--- config.mk ---
export PLATFORM = sky130hd
export DESIGN_NAME = rng_arbiter
export DESIGN_NICKNAME = d
export VERILOG_FILES = /design/src/rtl/rng_pkg.sv /design/src/rtl/rng_lfsr32.sv /design/src/rtl/rng_arbiter.sv
export SDC_FILE = /design/constraint.sdc
export NUM_CORES = 1
export LEC_CHECK = 0
export CORE_MARGIN = 2
export CORE_UTILIZATION = 30
export CTS_CLUSTER_DIAMETER = 60
export DETAILED_ROUTE_END_ITERATION = 10
export GPL_TIMING_DRIVEN = 0
export PLACE_DENSITY = 0.58
export SLEW_MARGIN = 10
export SYNTH_ARGS = -nofsm -noshare
export SYNTH_HDL_FRONTEND = slang
export SYNTH_HIERARCHICAL = 1
export SYNTH_SLANG_ARGS = --single-unit
--- constraint.sdc ---
create_clock -name clk -period 2.25 [get_ports clk]
set_input_delay 0.45 -clock clk [delete_from_list [all_inputs] [get_ports clk]]
set_output_delay 0.45 -clock clk [all_outputs]
set_load 0.01 [all_outputs]
--- src/rtl/rng_pkg.sv ---
// Shared constants, FSM state type and LFSR helpers for the rng_arbiter block.
package rng_pkg;

  localparam logic [31:0] RNG_POLY     = 32'h8020_0003;
  localparam logic [31:0] RNG_SEED_DEF = 32'h0000_0001;

  typedef enum logic [1:0] {
    ST_IDLE = 2'd0,
    ST_ACK  = 2'd1,
    ST_WARM = 2'd2
  } rng_state_e;

  // An all-zero state would lock the Galois LFSR, so zero seeds become the default seed.
  function automatic logic [31:0] rng_fix_seed(input logic [31:0] s);
    return (s == 32'd0) ? RNG_SEED_DEF : s;
  endfunction

  function automatic logic [31:0] rng_step(input logic [31:0] q);
    return {1'b0, q[31:1]} ^ (q[0] ? RNG_POLY : 32'd0);
  endfunction

endpackage

--- src/rtl/rng_lfsr32.sv ---
// 32-bit Galois LFSR with synchronous load; load has priority over step.
module rng_lfsr32
  import rng_pkg::*;
#(
  parameter logic [31:0] SEED_RST = RNG_SEED_DEF
) (
  input  logic        clk,
  input  logic        rst_n,
  input  logic        ld,
  input  logic [31:0] ld_val,
  input  logic        en,
  output logic [31:0] q
);

  logic [31:0] q_q;
  logic [31:0] q_d;

  always_comb begin
    q_d = q_q;
    if (ld) begin
      q_d = rng_fix_seed(ld_val);
    end else if (en) begin
      q_d = rng_step(q_q);
    end
  end

  always_ff @(posedge clk or negedge rst_n) begin
    if (!rst_n) begin
      q_q <= rng_fix_seed(SEED_RST);
    end else begin
      q_q <= q_d;
    end
  end

  assign q = q_q;

endmodule

--- src/rtl/rng_arbiter.sv ---
// Round-robin arbiter sharing one LFSR among N_REQ requesters, one fresh draw per grant.
// Optional warm-up after reset/reseed is enabled with `define RNG_ARB_WARMUP_EN.
module rng_arbiter
  import rng_pkg::*;
#(
  parameter int          N_REQ    = 4,
  parameter logic [31:0] SEED_RST = RNG_SEED_DEF,
  parameter int          WARMUP   = 16
) (
  input  logic             clk,
  input  logic             rst_n,
  input  logic [N_REQ-1:0] req,
  input  logic             reseed,
  input  logic [31:0]      seed_in,
  output logic [N_REQ-1:0] gnt,
  output logic             valid,
  output logic [31:0]      dout,
  output logic             busy
);

  localparam int               PTR_W    = $clog2(N_REQ);
  localparam logic [PTR_W-1:0] PTR_LAST = PTR_W'(N_REQ - 1);

`ifdef RNG_ARB_WARMUP_EN
  localparam rng_state_e  ST_RST    = ST_WARM;
  localparam logic [15:0] WARM_INIT = 16'(WARMUP - 1);
  logic [15:0] warm_cnt_q;
`else
  localparam rng_state_e  ST_RST    = ST_IDLE;
`endif

  rng_state_e       state_q;
  logic [PTR_W-1:0] ptr_q;
  logic             pend_q;
  logic [31:0]      seed_q;
  logic [N_REQ-1:0] gnt_q;
  logic             valid_q;
  logic [31:0]      dout_q;

  logic [31:0]      lfsr_q;
  logic [31:0]      ld_val;
  logic [PTR_W-1:0] win;
  logic             win_vld;
  logic             svc_reseed;
  logic             do_grant;
  logic             lfsr_en;

  // First requester at or after ptr_q, wrapping at N_REQ.
  always_comb begin
    int idx;
    idx     = 0;
    win     = ptr_q;
    win_vld = 1'b0;
    for (int i = 0; i < N_REQ; i++) begin
      idx = int'(ptr_q) + i;
      if (idx >= N_REQ) begin
        idx = idx - N_REQ;
      end
      if (!win_vld && req[PTR_W'(idx)]) begin
        win     = PTR_W'(idx);
        win_vld = 1'b1;
      end
    end
  end

  // A reseed arriving in the same cycle blocks the grant and, if a reseed is
  // already being serviced, supplies the newer seed directly.
  assign svc_reseed = (state_q == ST_IDLE) && pend_q;
  assign do_grant   = (state_q == ST_IDLE) && !pend_q && !reseed && win_vld;
  assign ld_val     = reseed ? seed_in : seed_q;

`ifdef RNG_ARB_WARMUP_EN
  assign lfsr_en = do_grant || (state_q == ST_WARM);
`else
  assign lfsr_en = do_grant;
`endif

  rng_lfsr32 #(
    .SEED_RST(SEED_RST)
  ) u_lfsr (
    .clk   (clk),
    .rst_n (rst_n),
    .ld    (svc_reseed),
    .ld_val(ld_val),
    .en    (lfsr_en),
    .q     (lfsr_q)
  );

  always_ff @(posedge clk or negedge rst_n) begin
    if (!rst_n) begin
      state_q    <= ST_RST;
      ptr_q      <= '0;
      pend_q     <= 1'b0;
      seed_q     <= '0;
      gnt_q      <= '0;
      valid_q    <= 1'b0;
      dout_q     <= '0;
`ifdef RNG_ARB_WARMUP_EN
      warm_cnt_q <= WARM_INIT;
`endif
    end else begin
      gnt_q   <= '0;
      valid_q <= 1'b0;

      if (reseed) begin
        seed_q <= seed_in;
      end
      if (svc_reseed) begin
        pend_q <= 1'b0;
      end else if (reseed) begin
        pend_q <= 1'b1;
      end

      case (state_q)
        ST_IDLE: begin
          if (svc_reseed) begin
`ifdef RNG_ARB_WARMUP_EN
            state_q    <= ST_WARM;
            warm_cnt_q <= WARM_INIT;
`else
            state_q    <= ST_IDLE;
`endif
          end else if (do_grant) begin
            gnt_q   <= N_REQ'(1) << win;
            valid_q <= 1'b1;
            dout_q  <= lfsr_q;
            ptr_q   <= (win == PTR_LAST) ? '0 : win + PTR_W'(1);
            state_q <= ST_ACK;
          end
        end
        ST_ACK: begin
          state_q <= ST_IDLE;
        end
`ifdef RNG_ARB_WARMUP_EN
        ST_WARM: begin
          if (warm_cnt_q == 16'd0) begin
            state_q <= ST_IDLE;
          end else begin
            warm_cnt_q <= warm_cnt_q - 16'd1;
          end
        end
`endif
        default: begin
          state_q <= ST_IDLE;
        end
      endcase
    end
  end

  assign gnt   = gnt_q;
  assign valid = valid_q;
  assign dout  = dout_q;
  assign busy  = (state_q != ST_IDLE) || pend_q;

endmodule

# Yosys cells after proc, flatten, opt, wreduce, memory -nomap -nowiden
# Index checks and enable logic that the tools add are counted.
[word_totals] register_bits=106 latch_bits=0 ram_bits=0 mem_bits_ro=0 in_bits=39 output_inout_bits=38 elab_cells=89 memories=0
[op_classes] add_sub_neg=8 multipliers=0 n_div=0 order_cmp=8 n_eq_ne=2 shifts=1 mux=41 n_bitwise=2 n_reduce_logical=19
[ops] cell="2-to-1 mux 32 bit" n=5
[ops] cell="logical NOT 32 bit" n=1
[ops] cell="XOR 31 x 32 -> 32 bit" n=1
[ops] cell="2-to-1 mux 2 bit" n=12
[ops] cell="2-to-1 mux 1 bit" n=17
[ops] cell="< comparator 2 x 4 -> 1 bit, second input constant" n=4
[ops] cell="2-to-1 mux 4 bit" n=3
[ops] cell=">= comparator 3 bit, second input constant" n=3
[ops] cell="binary-select mux 1 bit (select 2 bit)" n=4
[ops] cell="subtractor 2 x 1 -> 2 bit, second input constant" n=4
[ops] cell="logical AND 1 bit" n=7
[ops] cell="adder 2 x 2 -> 3 bit, second input constant" n=2
[ops] cell="nonzero test 2 bit" n=3
[ops] cell="logical NOT 1 bit" n=5
[ops] cell="<< shifter 1 x 2 -> 4 bit, first input constant" n=1
[ops] cell="adder 2 x 1 -> 3 bit, second input constant" n=1
[ops] cell=">= comparator 2 x 3 -> 1 bit, second input constant" n=1
[ops] cell="inequality test 3 bit, second input constant" n=1
[ops] cell="AND reduction 3 bit" n=1
[ops] cell="adder 2 x 1 -> 2 bit, second input constant" n=1
[ops] cell="== test 2 bit, second input constant" n=1
[ops] cell="logical NOT 2 bit" n=1
[ops] cell="logical OR 1 bit" n=1
[ops] cell="inverter 1 bit" n=1

# Logic depth before layout (Yosys ltp)
[logic_depth] ltp_word=19 ltp_mapped=10

# Modules after synthesis
# Netlist, hierarchy kept.
[modules_own_cells] module="rng_arbiter" instances=1 cells_per_inst=183 area_per_inst_um2=2981.6
[modules_own_cells] module="rng_lfsr32" instances=1 cells_per_inst=155 area_per_inst_um2=1595.3

# Least setup slack after synthesis
# OpenSTA, ideal clock, no wires.
[synth_timing] path_type="in2reg" startpoint="input reseed" endpoint="register u_lfsr.q_q[15], in the netlist u_lfsr/q[15]" arrival_time_ns=2.025 required_time_ns=2.117 setup_slack_ns=0.091 stages=9 n_path_buf=5 path_cell_list="clkbuf_1 nor3_1 and2_4 buf_6 buf_6 buf_6 buf_6 mux2i_1 o21ai_0"
[synth_between] elab_chain_len=4 word_cells_on_any_way=8 classes_between="mux: 3; reduce/logical: 5"
[synth_rtl] element="from (decl)" line_no="rng_arbiter.sv:13" rtl="input logic reseed,"
[synth_rtl] element="logical NOT 1 bit" line_no="rng_arbiter.sv:69" rtl="assign do_grant = (state_q == ST_IDLE) && !pend_q && !reseed && win_vld;"
[synth_rtl] element="logical AND 1 bit (2 in a row)" line_no="rng_arbiter.sv:69"
[synth_rtl] element="net do_grant" line_no="rng_arbiter.sv:45" rtl="logic do_grant;"
[synth_rtl] element="nonzero test 2 bit (no line)"
[synth_rtl] element="to (signal assigned)" line_no="rng_lfsr32.sv:29" rtl="q_q <= rng_fix_seed(SEED_RST);"
[synth_rtl] element="to (signal assigned)" line_no="rng_lfsr32.sv:31" rtl="q_q <= q_d;"
[synth_rtl] element="to (decl)" line_no="rng_lfsr32.sv:15" rtl="logic [31:0] q_q;"
# The timed path passes the listed nets, and every way through them passes these cells.
# A chain may end at the register's enable or synchronous reset.

# Worst setup path in the final report
[layout_timing] startpoint="input req[0]" endpoint="register u_lfsr.q_q[3], in the netlist u_lfsr/q[3]"
[layout_between] elab_chain_len=15 word_cells_on_any_way=24 classes_between="mux: 16; reduce/logical: 8"
[layout_rtl] element="from (decl)" line_no="rng_arbiter.sv:12" rtl="input logic [N_REQ-1:0] req,"
[layout_rtl] element="binary-select mux 1 bit (select 2 bit)" line_no="rng_arbiter.sv:59" rtl="if (!win_vld && req[PTR_W'(idx)]) begin"
[layout_rtl] element="2-to-1 mux 1 bit (implied by the code) (2 in a row)" line_no="rng_arbiter.sv:59"
[layout_rtl] element="2-to-1 mux 1 bit" line_no="rng_arbiter.sv:59"
[layout_rtl] element="logical NOT 1 bit" line_no="rng_arbiter.sv:59"
[layout_rtl] element="logical AND 1 bit" line_no="rng_arbiter.sv:59"
[layout_rtl] element="2-to-1 mux 1 bit" line_no="rng_arbiter.sv:59"
[layout_rtl] element="logical NOT 1 bit" line_no="rng_arbiter.sv:59"
[layout_rtl] element="logical AND 1 bit" line_no="rng_arbiter.sv:59"
[layout_rtl] element="2-to-1 mux 1 bit" line_no="rng_arbiter.sv:59"
[layout_rtl] element="logical NOT 1 bit" line_no="rng_arbiter.sv:59"
[layout_rtl] element="logical AND 1 bit" line_no="rng_arbiter.sv:59"
[layout_rtl] element="2-to-1 mux 1 bit (*)" line_no="rng_arbiter.sv:59"
[layout_rtl] element="logical AND 1 bit (*)" line_no="rng_arbiter.sv:69"
[layout_rtl] element="nonzero test 2 bit (no line) (*)"
# Every way passes the cells marked *; elsewhere a longest branch is shown, timed or not. The select of a mux whose other input is x is not followed.

==> results_dict.tcl <==
set metrics [dict create \
    outcome "finished, final reports clean" \
    postSynthNetCount 381 \
    design.die.area_um2 16300 \
    critical_path.max_fanout 16 \
    clock_tree.root_cell "sky130_fd_sc_hd__clkbuf_16" \
    placed_cells_incl_taps 602 \
    worstPathRequired_ns 2.47 \
    clk_path_buf_depth 2 \
    finalHoldViolations 0 \
    number_of_clock_buffers_inserted_by_tritoncts 9 \
    antenna_cells_inserted 0 \
    worst_ep_arrival_ns 2.33 \
    chipHeight_um 128 \
    ys_seq_elements 105 \
    seq_total_area_yosys_pct 57.4 \
    total_switching_power_mw 1.96 \
    synth-async-reset-ratio_pct 100 \
    place_congestion 0.737 \
    synth-warning-count 6 \
    floorplan.initialDensity_pct 30.4 \
    wire_length_of_the_first_global_routing_pass_um 16500 \
    endpoint_kind "flop" \
    drv.max_cap_violation_count 0 \
    power.density_cell_area_nw_per_um2 1120 \
    post_drt_wl_per_cell_um 16.5 \
    netlist-cell-type-count 34 \
    total_congestion_overflow_after_global_routing 0 \
    detailroute.via_count 2845 \
    p_comb_share_pct 31.8 \
    netlist_area_um2 4580 \
    tritoncts "yes" \
    p_int_mw 4.65 \
    tritoncts_num_sinks 105 \
    antenna_left 0 \
    setup_tns_ns 0 \
    worst_slew_pin_slew_ns 0.509 \
    cts_setup_buffers 0 \
    drv_slew 0 \
    setup-violations-final 0 \
    drt_wl_total_um 10200 \
    dominantRegCellSynth "sky130_fd_sc_hd__dfrtp_1" \
    power.clock.fraction_pct 24.1 \
    max_freq_ghz 0.474 \
    synth_top_cells_by_count "104 x sky130_fd_sc_hd__dfrtp_1, 35 x sky130_fd_sc_hd__nand2_1, 35 x sky130_fd_sc_hd__o21ai_0, 33 x sky130_fd_sc_hd__mux2_2" \
    die_w_um 128 \
    fin_crit_ns 2.11 \
    start_kind "input pin" \
    area.growth.synth_to_final_pct 29.0 \
    fp-row-count 45 \
    io_buffer_count 75 \
    synth_edf_count 0 \
    worst-setup-path-type "input pin to flop" \
    layout.cells.non_filler 617 \
    num-nets-final 467 \
    fillCellCount 1422 \
    syn_avg_cell_area_um2 13.5 \
    grt_usage_pct 13.3 \
    core_area_um2 15000 \
    hold_path.class "input pin to async pin" \
    switching_share_pct 29.7 \
    clk_pin_slew_ns 0.07 \
    synth_largest_area_cell "sky130_fd_sc_hd__dfrtp_1" \
    post-dp-hpwl_um 7340 \
    detail_route.drc_violations 0 \
    ioPinCount 77 \
    fin_worst_skew_ns 0.0103 \
    route.detailed.vias_per_inst 4.61 \
    netlist.area_leader.share_pct 56.9 \
    dominant_cell_by_count_in_the_synthesized_netlist "sky130_fd_sc_hd__dfrtp_1" \
    initialDrtViolationCount 130 \
    netlist_instances 338 \
    grt_pass1_vias 2976 \
    post_synth_main_area_contributors "sky130_fd_sc_hd__dfrtp_1 57%, sky130_fd_sc_hd__mux2_4 9.5%, sky130_fd_sc_hd__mux2_2 8.1%" \
    leakage_nw 2.50 \
    grt_max_degree 65 \
    initial_antenna_violation_count 0 \
    worstSkewPairLatency_ns 0.35 \
    seq_power_share_pct 44.1 \
    grt_setup_unrepaired "no" \
    drtPass1Iterations 4 \
    timing.final.crit_share_pct 93.8 \
    setup_slack_reg_to_reg_ns 0.31 \
    cts_htree_levels 3 \
    worst_slew_margin_relative_to_its_limit_pct 66.1 \
    fraction_of_layout_cells_with_a_size_suffix_above_1_pct 24.2 \
    vdd_ir_drop_max_v 0.000433 \
]
[routing by layer]
layer / part of all wire [%] / wire length, um / GRT usage [%]
met5: 0 / 0 / 0
met4: 1.6 / 158 / 4.65
met3: 4.5 / 458 / 3.35
met2: 45 / 4550 / 19.6
met1: 49 / 4990 / 19.1
[timing repair]
| action | in CTS | in global routing |
|---|---|---|
| resized for setup | 12 | 3 |
| setup endpoints to repair | 32 | 28 |
| hold buffers | 0 | 0 |
[final cells by class]
cell class / count / area, um^2 / area share (%)
flip-flops and latches: 105 / 2630 / 44.5
multi-input cells: 212 / 1820 / 30.8
repair buffers: 76 / 774 / 13.1
well taps: 188 / 235 / 3.99
clock buffers: 9 / 225 / 3.82
plain buffers: 19 / 139 / 2.35
clock inverters: 7 / 78.8 / 1.34
inverters: 1 / 3.75 / 0.0636
[critical path: stages]
cell,delay [ns]
sky130_fd_sc_hd__dlygate4sd2_1,0.27
sky130_fd_sc_hd__or4_4,0.53
sky130_fd_sc_hd__buf_4,0.17
sky130_fd_sc_hd__and2_4,0.15
sky130_fd_sc_hd__buf_6,0.17
sky130_fd_sc_hd__buf_6,0.16
sky130_fd_sc_hd__buf_8,0.15
sky130_fd_sc_hd__mux2i_1,0.17
sky130_fd_sc_hd__o21ai_0,0.09
[power by group through the flow]
stage | sequential (mW) | clock [mW] | combinational (mW)
floorplan | 2.97 | 0 | 1.07
global placement | 2.93 | 0 | 2.09
detailed placement | 2.96 | 0 | 2.13
CTS | 2.93 | 1.64 | 2.14
global route | 3.02 | 1.71 | 2.28
finish | 2.92 | 1.60 | 2.10
[registers in the layout (all words and copies together), names as in the netlist]
signal and flops:
dout 32, pend_q 1, seed_q 32, state_q 1, gnt 4, u_lfsr/q 32, ptr_q 2, valid 1
[final timing paths]
path | from | end | cells after the start
setup / recovery | req[0] | u_lfsr/q[3] | 9
hold / removal | rst_n | dout[29] | 1
hold reg to reg | dout[1] | dout[1] | 1
min in group clk | dout[1] | dout[1] | 1
setup reg to reg | state_q[0] | u_lfsr/q[3] | 7
max in group asynchronous | rst_n | u_lfsr/q[0] | 2
[logic make-up (layout without fill, tap and decap cells)]
| kind of cell | count (synthesis) | in the layout | synth area share, % |
|---|---|---|---|
| DFF | 105 | 105 | 57.4 |
| muxes | 95 | 95 | 25.0 |
| and+or+nand+nor | 66 | 66 | 7.60 |
| AOI/OAI and AO/OA | 44 | 44 | 5.14 |
| buffers and inverters | 21 | 112 | 3.20 |
| adders and majority gates | 4 | 4 | 1.09 |
| xor gates and xnor gates | 3 | 3 | 0.574 |
[per-stage QoR]
stage | setup slack, ns | area (um^2) | hold slack [ns] | power, mW | util (%)
after global placement | -3.24 | 5560 | 0.473 | 5.02 | 37.0
after detailed placement | -0.634 | 5590 | 0.396 | 5.08 | 37.2
final | 0.138 | 5900 | 0.0104 | 6.61 | 39.3
after floorplan | 0.0912 | 4580 | 0.154 | 4.04 | -
after CTS | 0.0145 | 5900 | 0.0177 | 6.71 | 39.3
after global routing | 0.0253 | 5900 | 0.0333 | 7.02 | 39.3
[layout by cell type, fill, tap and decap left out, types with 3 or more instances in the layout]
cell                              instances
sky130_fd_sc_hd__dfrtp_1                104
sky130_fd_sc_hd__mux2_2                  33
sky130_fd_sc_hd__clkbuf_1                 5
sky130_fd_sc_hd__o21ai_1                  4
sky130_fd_sc_hd__buf_6                    7
sky130_fd_sc_hd__clkbuf_16                9
sky130_fd_sc_hd__nor4_2                   4
sky130_fd_sc_hd__dlygate4sd2_1            4
sky130_fd_sc_hd__clkdlybuf4s50_1         70
sky130_fd_sc_hd__and3_1                   5
sky130_fd_sc_hd__nor4_1                   4
sky130_fd_sc_hd__nor2b_1                  6
sky130_fd_sc_hd__xnor2_1                  3
sky130_fd_sc_hd__mux2_1                   4
sky130_fd_sc_hd__clkinv_4                 4
sky130_fd_sc_hd__clkbuf_2                 4
sky130_fd_sc_hd__ha_1                     4
sky130_fd_sc_hd__mux2i_1                 29
sky130_fd_sc_hd__nand2_1                 35
sky130_fd_sc_hd__o21ai_0                 32
sky130_fd_sc_hd__mux2_4                  29
(Power assumes the default switching activity.)
